<file path="src/rtl/ctrl_fsm.sv">
// ctrl_fsm: multi-cycle fetch/decode/execute/memory/writeback control sequencer.
// Define CTRL_EBREAK_HALT_EN to make ebreak (0x00100073) park the core in a sticky HALT state.
module ctrl_fsm (
  input  logic        i_clk,
  input  logic        i_rst,
  input  logic        i_start,
  input  logic        i_ifu_rvalid,
  input  logic [31:0] i_ifu_inst,
  input  logic        i_lsu_ready,
  output logic        o_ctrl_ifu_req,
  output logic        o_ctrl_ir_we,
  output logic [31:0] o_ctrl_inst,
  output logic        o_ctrl_lsu_req,
  output logic        o_ctrl_lsu_wen,
  output logic        o_ctrl_reg_we,
  output logic        o_ctrl_pc_we,
  output logic [2:0]  o_ctrl_state,
  output logic        o_ctrl_halt,
  output logic [31:0] o_ctrl_instret
);

  typedef enum logic [2:0] {
    ST_IDLE   = 3'd0,
    ST_FETCH  = 3'd1,
    ST_DECODE = 3'd2,
    ST_EXEC   = 3'd3,
    ST_MEM    = 3'd4,
    ST_WB     = 3'd5,
    ST_HALT   = 3'd6
  } state_t;

  localparam logic [6:0] OPC_LOAD   = 7'b0000011;
  localparam logic [6:0] OPC_STORE  = 7'b0100011;
  localparam logic [6:0] OPC_BRANCH = 7'b1100011;
  localparam logic [6:0] OPC_SYSTEM = 7'b1110011;
`ifdef CTRL_EBREAK_HALT_EN
  localparam logic [31:0] INST_EBREAK = 32'h0010_0073;
`endif

  state_t      state_r;
  state_t      state_nxt_s;
  logic [31:0] inst_r;
  logic [31:0] instret_r;
  logic [31:0] instret_nxt_s;

  logic is_load_s;
  logic is_store_s;
  logic is_branch_s;
  logic is_system_s;

  logic ifu_req_s;
  logic ir_we_s;
  logic lsu_req_s;
  logic lsu_wen_s;
  logic reg_we_s;
  logic pc_we_s;
`ifdef CTRL_EBREAK_HALT_EN
  logic halt_s;
`endif

  assign is_load_s   = (inst_r[6:0] == OPC_LOAD);
  assign is_store_s  = (inst_r[6:0] == OPC_STORE);
  assign is_branch_s = (inst_r[6:0] == OPC_BRANCH);
  assign is_system_s = (inst_r[6:0] == OPC_SYSTEM);

  // Kept as a separate net so the retire counter's next value has a single, observable source.
  assign instret_nxt_s = instret_r + 32'd1;

  // Next-state decode and per-state strobe generation.
  always_comb begin
    state_nxt_s = state_r;
    ifu_req_s   = 1'b0;
    ir_we_s     = 1'b0;
    lsu_req_s   = 1'b0;
    lsu_wen_s   = 1'b0;
    reg_we_s    = 1'b0;
    pc_we_s     = 1'b0;
`ifdef CTRL_EBREAK_HALT_EN
    halt_s      = 1'b0;
`endif
    case (state_r)
      ST_IDLE: begin
        if (i_start) begin
          state_nxt_s = ST_FETCH;
        end else begin
          state_nxt_s = ST_IDLE;
        end
      end
      ST_FETCH: begin
        ifu_req_s = 1'b1;
        if (i_ifu_rvalid) begin
          ir_we_s     = 1'b1;
          state_nxt_s = ST_DECODE;
        end else begin
          state_nxt_s = ST_FETCH;
        end
      end
      ST_DECODE: begin
`ifdef CTRL_EBREAK_HALT_EN
        if (inst_r == INST_EBREAK) begin
          state_nxt_s = ST_HALT;
        end else begin
          state_nxt_s = ST_EXEC;
        end
`else
        state_nxt_s = ST_EXEC;
`endif
      end
      ST_EXEC: begin
        if (is_load_s || is_store_s) begin
          state_nxt_s = ST_MEM;
        end else begin
          state_nxt_s = ST_WB;
        end
      end
      ST_MEM: begin
        lsu_req_s = 1'b1;
        lsu_wen_s = is_store_s;
        if (i_lsu_ready) begin
          state_nxt_s = ST_WB;
        end else begin
          state_nxt_s = ST_MEM;
        end
      end
      ST_WB: begin
        pc_we_s     = 1'b1;
        reg_we_s    = !(is_store_s || is_branch_s || is_system_s);
        state_nxt_s = ST_FETCH;
      end
      ST_HALT: begin
`ifdef CTRL_EBREAK_HALT_EN
        halt_s      = 1'b1;
        state_nxt_s = ST_HALT;
`else
        state_nxt_s = ST_IDLE;
`endif
      end
      default: begin
        state_nxt_s = ST_IDLE;
      end
    endcase
  end

  // State register.
  always_ff @(posedge i_clk or posedge i_rst) begin
    if (i_rst) begin
      state_r <= ST_IDLE;
    end else begin
      state_r <= state_nxt_s;
    end
  end

  // Instruction register and retired-instruction counter.
  always_ff @(posedge i_clk or posedge i_rst) begin
    if (i_rst) begin
      inst_r    <= 32'd0;
      instret_r <= 32'd0;
    end else begin
      if (ir_we_s) begin
        inst_r <= i_ifu_inst;
      end
      if (state_r == ST_WB) begin
        instret_r <= instret_nxt_s;
      end
    end
  end

  assign o_ctrl_ifu_req = ifu_req_s;
  assign o_ctrl_ir_we   = ir_we_s;
  assign o_ctrl_inst    = inst_r;
  assign o_ctrl_lsu_req = lsu_req_s;
  assign o_ctrl_lsu_wen = lsu_wen_s;
  assign o_ctrl_reg_we  = reg_we_s;
  assign o_ctrl_pc_we   = pc_we_s;
  assign o_ctrl_state   = state_r;
  assign o_ctrl_instret = instret_r;
`ifdef CTRL_EBREAK_HALT_EN
  assign o_ctrl_halt    = halt_s;
`else
  assign o_ctrl_halt    = 1'b0;
`endif

endmodule
</file>
<file path="config.mk">
export PLATFORM = sky130hd
export DESIGN_NAME = ctrl_fsm
export DESIGN_NICKNAME = d
export VERILOG_FILES = /design/src/rtl/ctrl_fsm.sv
export SDC_FILE = /design/constraint.sdc
export NUM_CORES = 1
export LEC_CHECK = 0
export CAP_MARGIN = 20
export CORE_ASPECT_RATIO = 1.25
export CORE_MARGIN = 4
export CORE_UTILIZATION = 55
export CTS_BUF_LIST = sky130_fd_sc_hd__clkbuf_2
export CTS_CLUSTER_DIAMETER = 200
export CTS_CLUSTER_SIZE = 24
export DETAILED_ROUTE_END_ITERATION = 10
export DONT_BUFFER_PORTS = 1
export MAX_ROUTING_LAYER = met4
export PLACE_DENSITY = 0.7
export SKIP_LAST_GASP = 1
export SLEW_MARGIN = 10
export SYNTH_ARGS = -nofsm -noshare
export SYNTH_HDL_FRONTEND = slang
export SYNTH_SLANG_ARGS = --single-unit
</file>
<file path="constraint.sdc">
create_clock -name i_clk -period 2.35 [get_ports i_clk]
set_input_delay 0.3525 -clock i_clk [delete_from_list [all_inputs] [get_ports i_clk]]
set_output_delay 0.3525 -clock i_clk [all_outputs]
set_load 0.01 [all_outputs]
</file>
Word level (Yosys, flattened, before mapping)

Cells that the tools add are included.

Flip-flop bits (word level): 67
Input bits: 37
Output and inout bits: 74
Word-level logic and storage cells: 30

Add/sub/neg operators: 1
Eq/ne operators: 9
Multiplexer cells: 12
Reductions and logical operators: 5

Operators by type and width:

| kind                    | number |
|---|---|
| $add A32 B1 Y32 const B | 1 |
| $pmux W3 S6             | 1 |
| $eq A7 B7 Y1 const B    | 2 |
| $mux W1                 | 10 |
| $eq A7 B2 Y1 const B    | 1 |
| $eq A7 B6 Y1 const B    | 1 |
| $eq A3 B2 Y1 const B    | 2 |
| $eq A3 B3 Y1 const B    | 2 |
| $eq A3 B1 Y1 const B    | 1 |
| $logic_not A3 Y1        | 1 |
| $logic_or A1 B1 Y1      | 3 |
| $mux W2                 | 1 |
| $logic_not A1 Y1        | 1 |

Depth between registers and ports, before layout

Depth in word-level cells: 5
Depth in mapped cells: 6
Mapped depth without buffers: 5

Least setup slack after synthesis

No wires, ideal clock.

Path type: register to register
From: register state_r[2] (netlist: o_ctrl_state[2])
To: register inst_r[1] (netlist: o_ctrl_inst[1])
Library setup time: 0.125 ns
Arrival time: 1.730 ns
Data required time: 2.225 ns
Setup slack: 0.495 ns
Cell stages (with the launch flop): 7
Path buffers: 3
Clock period less this slack: 1.855 ns
Cell sequence: dfrtp_1 -> buf_4 -> nor3b_1 -> and2_1 -> buf_4 -> buf_6 -> mux2_2

Longest elaborated chain between the ends: 2

Ends and longest elaborated chain:

| item                   | line | RTL |
|---|---|---|
| from (decl)            | 40   | `state_t state_r;` |
| from (signal assigned) | 149  | `state_r <= state_nxt_s;` |
| $eq A3 B1 Y1           | 81   | `case (state_r)` |
| $mux W1                | 81   |  |
| net o_ctrl_ir_we       | 11   | `output logic o_ctrl_ir_we,` |
| to (signal assigned)   | 160  | `inst_r <= i_ifu_inst;` |
| to (decl)              | 42   | `logic [31:0] inst_r;` |

The timed path passes the listed nets, and every way through them passes these cells.
A chain may end at the register's enable or synchronous reset.

Worst setup path in the final report

From: register state_r[1] (netlist: o_ctrl_state[1])
To: output o_ctrl_ir_we

Longest elaborated chain between the ends: 2

Ends and longest elaborated chain:

| item         | line |
|---|---|
| $eq A3 B1 Y1 | 81 |
| $mux W1      | 81 |
| to (decl)    | 11 |

Every way passes these cells.

==> metrics.cfg <==
[worst_hold_path]
whs_path_depth = 2
hold_class = primary input to register

[job]
maxCapViolations = 0

[placement]
placed_cell_area_sq_um = 2960
place_congestion = 0.807
post-place-ws_ns = 0.377
dpl.cell_count = 281
io_buffers = 0
place_hpwl_mm = 4.24

[sta]
maxSlewViolCount = 0
max_slew_margin_pct = 54.8
fin_crit_ns = 2.14
final-setup-viol-count = 0
clock.fmax_mhz = 468
finalCritPeriodShare_pct = 91.0
holdWs_ns = 0.0990
rsz0062_at_grt = false
worst_slack_ns = 0.212
hold_viol = 0
fin_skew_ns = 0.0216
worst_pin_slew_ns = 0.678
setup_tns_ns = 0

[worst_setup_path]
cp.arrival_ns = 1.79
cpPeakStageDelay_ns = 0.57
required_ns = 2.00
cpMaxStageDelayCell = dfrtp_1
worst_r2r_path_depth = 4
cp-end-kind = output port
crit_chain = nor3b_1, and2_1, buf_12
cp-start-kind = register
crit_type = register to output port
cp_max_fo = 33

[yosys]
ys.warnings.count = 0
yosysTopAreaCell = dfrtp_1
synth_simple_gate_area_share_pct = 15.0
synth_compound_area_share_pct = 1.47
yosys_most_used_dff = dfrtp_1
ys_seq_area_share_pct = 57.8
synthAdderAreaFrac_pct = 0.431
syn_avg_cell_area_sq_um = 13.1
ys_top_cells_by_area = dfrtp_1 58%, mux2_2 11%, xnor2_1 8.2%
async_reset_ff_share_pct = 100
yosysUniqueCellTypes = 33
netlist.area_leader.share_pct = 57.8
synthTopCellsByCount = 67 x dfrtp_1, 28 x mux2_2, 27 x xnor2_1
syn_nets = 260
synth_edf_count = 0
ys_ff_latch = 67
synth_area_sq_um = 2900
synthXorXnorAreaFrac_pct = 9.36
synth_top_family_by_area = simple AND/OR/NAND/NOR gates
syn_inst = 222
synth.most_common_cell = dfrtp_1
synth.mux.area_fraction_pct = 12.4

[final_layout]
fin_cells = 330
fillers = 383
diodes = 0
drive_gt1_share_pct = 20.5
regArea_sq_um = 1680
multi_input_area_sq_um = 1130
syn2layout_area_growth_pct = 17.0
fin_area_sq_um = 3400
fin_nets = 302

[detailed_routing]
wl_mm = 6.11
drt_iter0_drc = 95
post_drt_wl_per_cell_um = 18.5
num_vias = 1901
drc = 0
ant_nets = 0
drt_pre_antenna_iters = 5
vias_per_cell = 5.76

[floorplan]
placementRows = 29
die_h_um = 89.2
die_width_um = 73.0
coreArea_sq_um = 5080
pin_count = 111
start_util_pct = 57.1
dieArea_sq_um = 6510

[power_and_ir_drop]
seq_power_share_pct = 59.1
p_leak_nw = 1.49
swShare_pct = 35.1
comb_power_share_pct = 22.7
power_switching_mw = 1.18
pwr_density_cell_nw_per_um2 = 993
pwr-share-clk_pct = 18.1
max-vdd-ir-drop_uv = 679
internal_power_mw = 2.19

[clocking]
clk_pin_slew_ns = 0.15
clock_latency_ns = 0.46
ctsLongestPathBuffers = 2
cts_sinks = 67
cts_inserted_buffers = 9
cts_tree = done
htreeDepth = 3
cts_root_buf = clkbuf_2

[global_route]
antenna_found_initial = 0
grt_max_degree = 35
grt_pass1_vias = 2055
grt_pass1_wl_mm = 9.81
overflow = 0
grt_usage_pct = 20.7

[status]
status = finished, final reports clean

[stage by stage]
stage | util [%] | power [mW]
after floorplan | - | 2.56
after global placement | 58.2 | 2.68
after detailed placement | 58.2 | 2.75
after CTS | 66.8 | 3.41
after global routing | 66.8 | 3.58
final | 66.8 | 3.37
[power groups by stage]
stage / clock, mW / combinational, mW / sequential (mW)
floorplan: 0 / 0.690 / 1.87
global placement: 0 / 0.680 / 2.00
detailed placement: 0 / 0.727 / 2.02
CTS: 0.632 / 0.775 / 2.00
global route: 0.683 / 0.855 / 2.05
finish: 0.612 / 0.767 / 1.99
[worst paths after layout]
| path | start | slack [ns] | to |
|---|---|---|---|
| min | i_ifu_rvalid | 0.1 | o_ctrl_state[0]$_DFF_PP0_ |
| min in group asynchronous | i_rst | 0.42 | o_ctrl_instret[13]$_DFFE_PP0P_ |
| max in group asynchronous | i_rst | 1.18 | o_ctrl_inst[29]$_DFFE_PP0P_ |
| max reg2reg | o_ctrl_state[1]$_DFF_PP0_ | 0.40 | o_ctrl_instret[18]$_DFFE_PP0P_ |
| max | o_ctrl_state[1]$_DFF_PP0_ | 0.21 | o_ctrl_ir_we |
| min reg2reg | o_ctrl_instret[31]$_DFFE_PP0P_ | 0.56 | o_ctrl_instret[31]$_DFFE_PP0P_ |
[layout by cell type, fill, tap and decap left out, drive strengths merged, types with 3 or more instances in the layout]
master,n
dfrtp,67
dlygate4sd3,34
mux2,32
xnor2,27
nand2,15
nand4,12
nand3,12
clkbuf,11
nor2,9
buf,7
and4,5
xor2,4
and3,4
nor3,3
inv,3
clkinv,3
[sequential cells by signal (all words and copies together), names as in the netlist]
signal,cells
o_ctrl_instret,32
o_ctrl_state,3
o_ctrl_inst,32
[metal layers]
| layer | up-vias | part of all wire (%) | track usage [%] |
|---|---|---|---|
| li1 | 851 | - | - |
| met1 | 939 | 35 | 22.0 |
| met2 | 97 | 54 | 34.4 |
| met3 | 14 | 8.3 | 6.30 |
| met4 | 0 | 2.5 | 11.1 |
| met5 | - | 0 | - |
[critical path: cells and delay by family (launching register included)]
family | cells | cell delay [ns]
flops | 1 | 0.57
simple gates | 2 | 0.55
buf+inv | 1 | 0.21
[kinds of logic (layout without fill, tap and decap cells)]
logic type / Yosys count / count (layout)
buffers and inverters: 13 / 59
muxes: 32 / 32
xor gates and xnor gates: 31 / 31
and+or+nand+nor: 71 / 71
other: 1 / 1
adders and majority gates: 1 / 1
DFF: 67 / 67
AOI/OAI and AO/OA: 6 / 6
[layout make-up]
type	instances	area share, %
flip-flops and latches	67	49.4
well taps	62	2.28
clock inverters	4	1.25
repair buffers	41	11.9
clock buffers	11	1.62
multi-input cells	142	33.2
inverters	3	0.332
[timing repair]
action,CTS,global route
resized for setup,0,1
hold buffers,34,0
setup endpoints to repair,0,1
setup buffers,0,0
hold endpoints to repair,65,0
Power figures use the tool's default switching activity.
